**src/rtl/wei_sched_pkg.sv**
```systemverilog
// wei_sched_pkg: shared types and default sizes for the weight fetch scheduler
package wei_sched_pkg;
    typedef enum logic [1:0] {IDLE, READ, DRAIN} state_t;
    localparam int WS_NUM_PEC   = 16;
    localparam int WS_BURST_LEN = 8;
    localparam int CNT_W        = $clog2(WS_BURST_LEN);
    localparam int IDX_W        = $clog2(WS_NUM_PEC);
endpackage

```
**src/rtl/wei_fetch_sched_rr_arbiter.sv**
```systemverilog
// rr_arbiter: combinational round-robin picker, first request after last_grant wins
module rr_arbiter
    import wei_sched_pkg::*;
#(
    parameter int N  = WS_NUM_PEC,
    parameter int IW = IDX_W
) (
    input  logic [N-1:0]  req,
    input  logic [IW-1:0] last_grant,
    output logic [IW-1:0] gnt_idx,
    output logic          gnt_vld
);
    // scan from lowest to highest priority so the nearest requester after last_grant overwrites
    always_comb begin
        gnt_idx = '0;
        for (int k = N; k >= 1; k--) begin
            if (req[(int'(last_grant) + k) % N]) gnt_idx = IW'((int'(last_grant) + k) % N);
        end
    end
    assign gnt_vld = |req;
endmodule

```
**src/rtl/wei_fetch_sched.sv**
```systemverilog
// wei_fetch_sched: round-robin weight-SRAM burst scheduler for the PE clusters
module wei_fetch_sched
    import wei_sched_pkg::*;
#(
    parameter int NUM_PEC   = WS_NUM_PEC,
    parameter int ADDR_W    = 12,
    parameter int DATA_W    = 64,
    parameter int BURST_LEN = WS_BURST_LEN,
    parameter int RD_LAT    = 1
) (
    input  logic               clk,
    input  logic               rst_n,
    input  logic               en,
    input  logic [ADDR_W-1:0]  cfg_base_addr,
    input  logic [NUM_PEC-1:0] pec_get_wei,
    output logic               sram_rd_en,
    output logic [ADDR_W-1:0]  sram_rd_addr,
    input  logic [DATA_W-1:0]  sram_rd_data,
    output logic [DATA_W-1:0]  wei_data,
    output logic [NUM_PEC-1:0] pec_wei_vld,
    output logic               wei_last,
    output logic [NUM_PEC-1:0] pending,
    output logic               busy
);
    localparam int IW = $clog2(NUM_PEC);
    localparam int CW = $clog2(BURST_LEN);

    state_t                       state_q;
    logic [IW-1:0]                grant_q, last_grant_q, arb_idx;
    logic [CW-1:0]                cnt_q;
    logic                         rd_en_q, busy_q, arb_vld, last_rd;
    logic [NUM_PEC-1:0]           pending_q, pending_d;
    logic [RD_LAT-1:0]            vld_pipe_q, last_pipe_q;
    logic [RD_LAT-1:0][IW-1:0]    idx_pipe_q;
    logic [DATA_W-1:0]            wei_data_q;
    logic [NUM_PEC-1:0]           pec_wei_vld_q;
    logic                         wei_last_q;

    rr_arbiter #(.N(NUM_PEC), .IW(IW)) u_arb (
        .req        (pending_q),
        .last_grant (last_grant_q),
        .gnt_idx    (arb_idx),
        .gnt_vld    (arb_vld)
    );

    assign last_rd = (state_q == READ) && (cnt_q == CW'(BURST_LEN - 1));

    // a new request on the same edge as the final read of that PEC keeps the bit set
    always_comb begin
        pending_d = (pending_q & ~(last_rd ? (NUM_PEC'(1) << grant_q) : '0)) | pec_get_wei;
    end

    // pending request register
    always_ff @(posedge clk or negedge rst_n) begin
        if (!rst_n) pending_q <= '0;
        else        pending_q <= pending_d;
    end

    // grant / burst / drain sequencing with registered strobe and busy
    always_ff @(posedge clk or negedge rst_n) begin
        if (!rst_n) begin
            state_q      <= IDLE;
            grant_q      <= '0;
            last_grant_q <= IW'(NUM_PEC - 1);
            cnt_q        <= '0;
            rd_en_q      <= 1'b0;
            busy_q       <= 1'b0;
        end else begin
            case (state_q)
                IDLE: if (en && arb_vld) begin
                    grant_q      <= arb_idx;
                    last_grant_q <= arb_idx;
                    cnt_q        <= '0;
                    rd_en_q      <= 1'b1;
                    busy_q       <= 1'b1;
                    state_q      <= READ;
                end
                READ: begin
                    cnt_q <= cnt_q + CW'(1);
                    if (last_rd) begin
                        rd_en_q <= 1'b0;
                        state_q <= DRAIN;
                    end
                end
                DRAIN: if (wei_last_q) begin
                    busy_q  <= 1'b0;
                    state_q <= IDLE;
                end
                default: state_q <= IDLE;
            endcase
        end
    end

    // carry valid/last/grant alongside the SRAM read latency
    always_ff @(posedge clk or negedge rst_n) begin
        if (!rst_n) begin
            vld_pipe_q  <= '0;
            last_pipe_q <= '0;
            idx_pipe_q  <= '0;
        end else begin
            vld_pipe_q[0]  <= rd_en_q;
            last_pipe_q[0] <= last_rd;
            idx_pipe_q[0]  <= grant_q;
            for (int k = 1; k < RD_LAT; k++) begin
                vld_pipe_q[k]  <= vld_pipe_q[k-1];
                last_pipe_q[k] <= last_pipe_q[k-1];
                idx_pipe_q[k]  <= idx_pipe_q[k-1];
            end
        end
    end

    // register returned words onto the broadcast bus with a one-hot valid
    always_ff @(posedge clk or negedge rst_n) begin
        if (!rst_n) begin
            wei_data_q    <= '0;
            pec_wei_vld_q <= '0;
            wei_last_q    <= 1'b0;
        end else begin
            if (vld_pipe_q[RD_LAT-1]) wei_data_q <= sram_rd_data;
            pec_wei_vld_q <= vld_pipe_q[RD_LAT-1] ? (NUM_PEC'(1) << idx_pipe_q[RD_LAT-1]) : '0;
            wei_last_q    <= vld_pipe_q[RD_LAT-1] && last_pipe_q[RD_LAT-1];
        end
    end

    assign sram_rd_en   = rd_en_q;
    assign sram_rd_addr = rd_en_q ? cfg_base_addr + ADDR_W'({grant_q, cnt_q}) : '0;
    assign wei_data     = wei_data_q;
    assign pec_wei_vld  = pec_wei_vld_q;
    assign wei_last     = wei_last_q;
    assign pending      = pending_q;
    assign busy         = busy_q;
endmodule

```
**config.mk**
```make
export PLATFORM = sky130hd
export DESIGN_NAME = wei_fetch_sched
export DESIGN_NICKNAME = d
export VERILOG_FILES = /design/src/rtl/wei_sched_pkg.sv /design/src/rtl/wei_fetch_sched_rr_arbiter.sv /design/src/rtl/wei_fetch_sched.sv
export SDC_FILE = /design/constraint.sdc
export NUM_CORES = 1
export LEC_CHECK = 0
export ABC_AREA = 1
export CAP_MARGIN = 10
export CORE_ASPECT_RATIO = 1.4
export CORE_MARGIN = 8
export CORE_UTILIZATION = 43
export DETAILED_ROUTE_END_ITERATION = 7
export PLACE_DENSITY_LB_ADDON = 0.05
export SLEW_MARGIN = 20
export SYNTH_ARGS = -nofsm -noshare
export SYNTH_HDL_FRONTEND = slang
export SYNTH_HIERARCHICAL = 1
export SYNTH_SLANG_ARGS = --single-unit
```
**constraint.sdc**
```tcl
create_clock -name clk -period 2.9 [get_ports clk]
set_input_delay 0.87 -clock clk [delete_from_list [all_inputs] [get_ports clk]]
set_output_delay 0.87 -clock clk [all_outputs]
set_load 0.05 [all_outputs]
```
# == Word level (Yosys, flattened, before mapping) ==
# Cells that the tools add are included.
# W data, S select, Z words.
# classes
addsub,18
order_cmp,16
eq_ne,6
n_shift,2
n_mux,78
bitwise_logic,19
n_reduce_logical,28
# ops
op,count
$lt A5 B6 Y1 const B,16
$bmux W1 S4,16
$mux W4,16
$reduce_or A4 Y1,16
$mux W1,35
$add A4 B4 Y4 const B,8
$mux W16,2
$shl A1 B4 Y16 const A,2
$add A4 B3 Y4 const B,4
$and A1 B1 Y1 const A,16
$and A16 B16 Y16,1
$not A16 Y16,1
$or A16 B16 Y16,1
$reduce_or A16 Y1,1
$add A12 B7 Y12,1
$mux W12,1
$reduce_and A3 Y1,3
$add A4 B1 Y4 const B,2
$add A4 B2 Y4 const B,2
$mux W2,3
$ne A2 B2 Y1 const B,3
$pmux W2 S3,1
$pmux W3 S2,1
$pmux W1 S2,2
other kinds (9),13
# word_totals
regBits,118
input_bits,95
elab_cells,180

# == Longest topological paths before layout ==
# depth
depth_word,22
mapped_depth,30
depth_no_buf,29

# == Hierarchy ==
# Netlist, hierarchy kept.
# by_module_without_submodules
module,instances,cells_each,area_per_inst_um2
wei_fetch_sched,1,426,4878.4
rr_arbiter,1,350,1647.8

# == Least setup slack after synthesis ==
# OpenSTA, ideal clock, no wires.
# synth_path
kind,input to output
from,input port cfg_base_addr[0]
to,output port sram_rd_addr[6]
t_arrival_ns,2.824
setup_slack_ns,-0.794
stages,6
n_path_buf,0
cell_sequence,ha_1 fa_1 nand3_1 nor2_1 o21a_1 nor3_1
# synth_via
elab_chain_cells,2
# synth_lines
element,line_no,source
start: declaration,wei_fetch_sched.sv:14,"input logic [ADDR_W-1:0] cfg_base_addr,"
$add A12 B7 Y12,wei_fetch_sched.sv:126,"assign sram_rd_addr = rd_en_q ? cfg_base_addr + ADDR_W'({grant_q, cnt_q}) : '0;"
$mux W12,wei_fetch_sched.sv:126,
end: declaration,wei_fetch_sched.sv:17,"output logic [ADDR_W-1:0] sram_rd_addr,"
# No other way between the ends.

# == Worst setup path after layout ==
# layout_path
from,input port cfg_base_addr[0]
to,output port sram_rd_addr[10]
# The elaborated chain is that of the path after synthesis.

==> results.md <==
* VDD IR max at 0.966 mV
* Gpl congestion at 0.938
* Vertical die dimension at roughly 160 um
* Final Setup Violations at 6
* Hold Path Class: primary input to asynchronous set/reset pin
* Initial Util at between 40% and 50%
* Via density at 5.05
* Clock sink count at 118
* CP required at 2.03 ns
* Startpoint class of the critical path: primary input
* Violated checks: negative setup slack
* Vias after detailed routing at 6321
* Worst Path Max Fanout at 4
* Logic pwr share at 69.3%
* Peak per-stage delay on the critical path at about 0.35 ns
* Status: finished with violations
* TritonCTS buffer count at 17
* Synth Area in Compound Gates at 7.30%
* DRC Markers at 0
* Largest family of logic cells by synthesized area: simple AND/OR/NAND/NOR gates
* Final Power at 0.0149 W
* PD cells at ~1400 mW/mm2
* Layout cell share with drive strength beyond 1 at 30.6%
* Mapped Nets at 888
* Endpoints failing hold at 0
* Ant. Diodes at 0
* Most used cell along the critical path: nand2_2
* Most frequent cells in the layout: nand2_1 (193), clkdlybuf4s50_1 (181), dfrtp_1 (113), nand3_1 (77), inv_1 (71)
* Synth warnings at 6
* Sequential power share at 16.0%
* I/O pins at 206
* Post-Synth Adder-Cell Area at 3.37%
* Worst slew pin tran at 0.578 ns
* Maxcap violations at 0
* Worst Skew at approximately 0.011 ns
* Multiplexer share of the synthesized area at 11.0%
* Setup ws final at -0.139 ns
* Area Overhead vs Synth at 61.4%
* Layout net count at 1159
* Antenna-violating nets left at 0
* CTS max path bufs at 2
* Drt pass-1 iters at 5
* Worst slew margin at 61.4%
* Switching Share at between 50 and 60%
* Largest net degree at the start of global routing at 55
* Worst path cell trace: buf_6 -> ha_4 -> fa_2 -> nand3_2 -> nand3_2 -> nand2_2 -> nand2_4 -> nand2_2 -> nand2_2 -> nor2_4 -> buf_12
* Clock-pin slew on the worst setup and hold paths at 0.06 ns
* Total Wirelength at approximately 21000 um
* Slowest-stage cell, CP: fa_2
* Internal power at ~0.0074 W
* Flops & latches, synth at 118
* Syn Area/Cell at 8.41 um2
* GRT overflow at 0
* Clk pwr share at 14.7%
* RSZ-0062 raised after global routing: true
* DR iter-0 viols at 375
* Fin crit share at 105%
* Dpl hpwl at approximately 16000 um
* Setup TNS at -0.521 ns
* Leakage at 4.99 nW
* Site row count at 53
* DR WL/cell at approximately 17 um
* Period minus WS final at 3.04 ns
* PortBufs at 205
* Slew Limit Fails at 0
* Die area at 0.0194 mm2
* CTS tree: built
* Initial antenna violation count at 0
* Synth Area in XOR/XNOR at 1.05%
* Net Sw Power at 0.00744 W
* Fillers at around 1200
* Synth Area in Simple Gates at 25.3%
* Setup Crit Path Kind: primary input to output port
* Synthesized area at roughly 0.0065 mm2
* FMAX at 0.329 GHz
* Hold_buf cts at 0
* Syn Inst Count at 776
* Placeable Area at 0.0149 mm2
* Die X at roughly 120 um
* Part of the Yosys area used for sequential elements at between 40% and 50%
* H-tree depth at 4
* Final core occ at 70.6%
* Most common library cell in the layout ignoring fill and taps: nand2_1
* Netlist cell types at 40
* CP Capture Type: output port
* First-pass GRT wire length at 32300 um
* CP arrival at ~2.2 ns
* Clock insertion delay at the later pin of the skew report at slightly above 0.4 ns
* Total Routing Usage GR at 20.9%
* Vias in the first global route at 6120
* Root Driver: clkbuf_16
-- power groups by stage --
| stage | Clock, W | Combinational, W | Sequential, W |
|---|---|---|---|
| CTS | 0.00223 | 0.00937 | 0.00238 |
| global route | 0.00230 | 0.0111 | 0.00245 |
| global placement | 0 | 0.00913 | 0.00238 |
| detailed placement | 0 | 0.00919 | 0.00239 |
| finish | 0.00218 | 0.0103 | 0.00239 |
| floorplan | 0 | 0.00517 | 0.00332 |
-- logic make-up after synthesis --
logic type               count (synthesis)
flip-flops                             118
AO/OA/AOI/OAI                           83
adder cells (fa/ha/maj)                 17
multiplexers                            64
XOR/XNOR                                 7
AND/OR/NAND/NOR                        386
buffers and inverters                  101
-- layout make-up --
type / count / area, um2 / share of cell area, %
Clock buffer: 17 / 425 / 4.04
Clock inverter: 15 / 183 / 1.73
Inverter: 83 / 324 / 3.08
Multi-Input combinational cell: 557 / 3710 / 35.2
Sequential cell: 118 / 2960 / 28.1
Tap cell: 192 / 240 / 2.28
Timing Repair Buffer: 270 / 2690 / 25.6
-- per-layer routing --
| layer | GRT usage (%) | up-vias | wire length, um |
|---|---|---|---|
| li1 | - | 3091 | - |
| met3 | 5.77 | 35 | 1420 |
| met1 | 24.7 | 2947 | 8590 |
| met4 | 7.41 | 0 | 448 |
| met2 | 35.6 | 248 | 10500 |
| met5 | 0 | - | 0 |
-- synth_stat cells (all sizes together) --
cell	number	area, um2
a21boi	2	15.0
a21o	1	7.51
a21oi	47	239
a22o	2	17.5
a31oi	1	6.26
buf	16	110
clkbuf	2	7.51
clkinv	1	5.00
dfrtp	114	2850
dfstp	4	105
fa	1	20.0
ha	16	200
inv	82	310
mux2	64	721
nand2	241	942
nand3	92	460
nand3b	1	7.51
nand4	2	12.5
nor2	41	170
nor3	2	10.0
nor4	4	25.0
o211ai	1	7.51
o21a	2	15.0
o21ai	27	169
or2	3	21.3
xnor2	2	25.0
xor2	5	43.8
-- critical path, delay by kind of cell --
kind          cells  cell delay (ns)
fa+ha+maj         2             0.50
buf+inv           2             0.24
simple gates      7             0.56
-- stage by stage --
step | hold WS (ns) | setup WS [ns] | cells | cell area [um2]
after floorplan | 0.413 | -0.132 | 776 | 6630
after global placement | 0.414 | -0.614 | 1214 | 9370
after detailed placement | 0.425 | -0.649 | 1214 | 9370
after CTS | 0.422 | -0.181 | 1247 | 10100
after global routing | 0.445 | -0.200 | 1252 | 10500
final | 0.416 | -0.139 | 1252 | 10500
-- final timing paths --
path	startpoint	end	slack (ns)	cells past startpoint
max in group asynchronous	rst_n	last_grant_q[0]	1.79	2
setup / recovery	cfg_base_addr[0]	sram_rd_addr[10]	-0.14	11
setup reg to reg	last_grant_q[1]	grant_q[0]	0.11	23
min in group clk	last_pipe_q	wei_last	0.43	2
hold / removal	rst_n	wei_data[28]	0.42	1
hold reg to reg	last_pipe_q	wei_last	0.43	2
-- state kept, by name, summed over array words and instances, names as in the netlist --
name and cells:
vld_pipe_q 1, pending 16, last_grant_q 4, pec_wei_vld 16, busy 1, wei_last 1, state_q 2, idx_pipe_q 4
grant_q 4, sram_rd_en 1, last_pipe_q 1, cnt_q 3, wei_data 64
-- timing repair --
item / in CTS / in global routing
resized for setup: 50 / 114
hold endpoints to repair: 0 / 0
buffers inserted: 1 / 6
endpoints found under the setup margin: 17 / 18
pin swaps: 17 / 39
(Power assumes the default switching activity.)
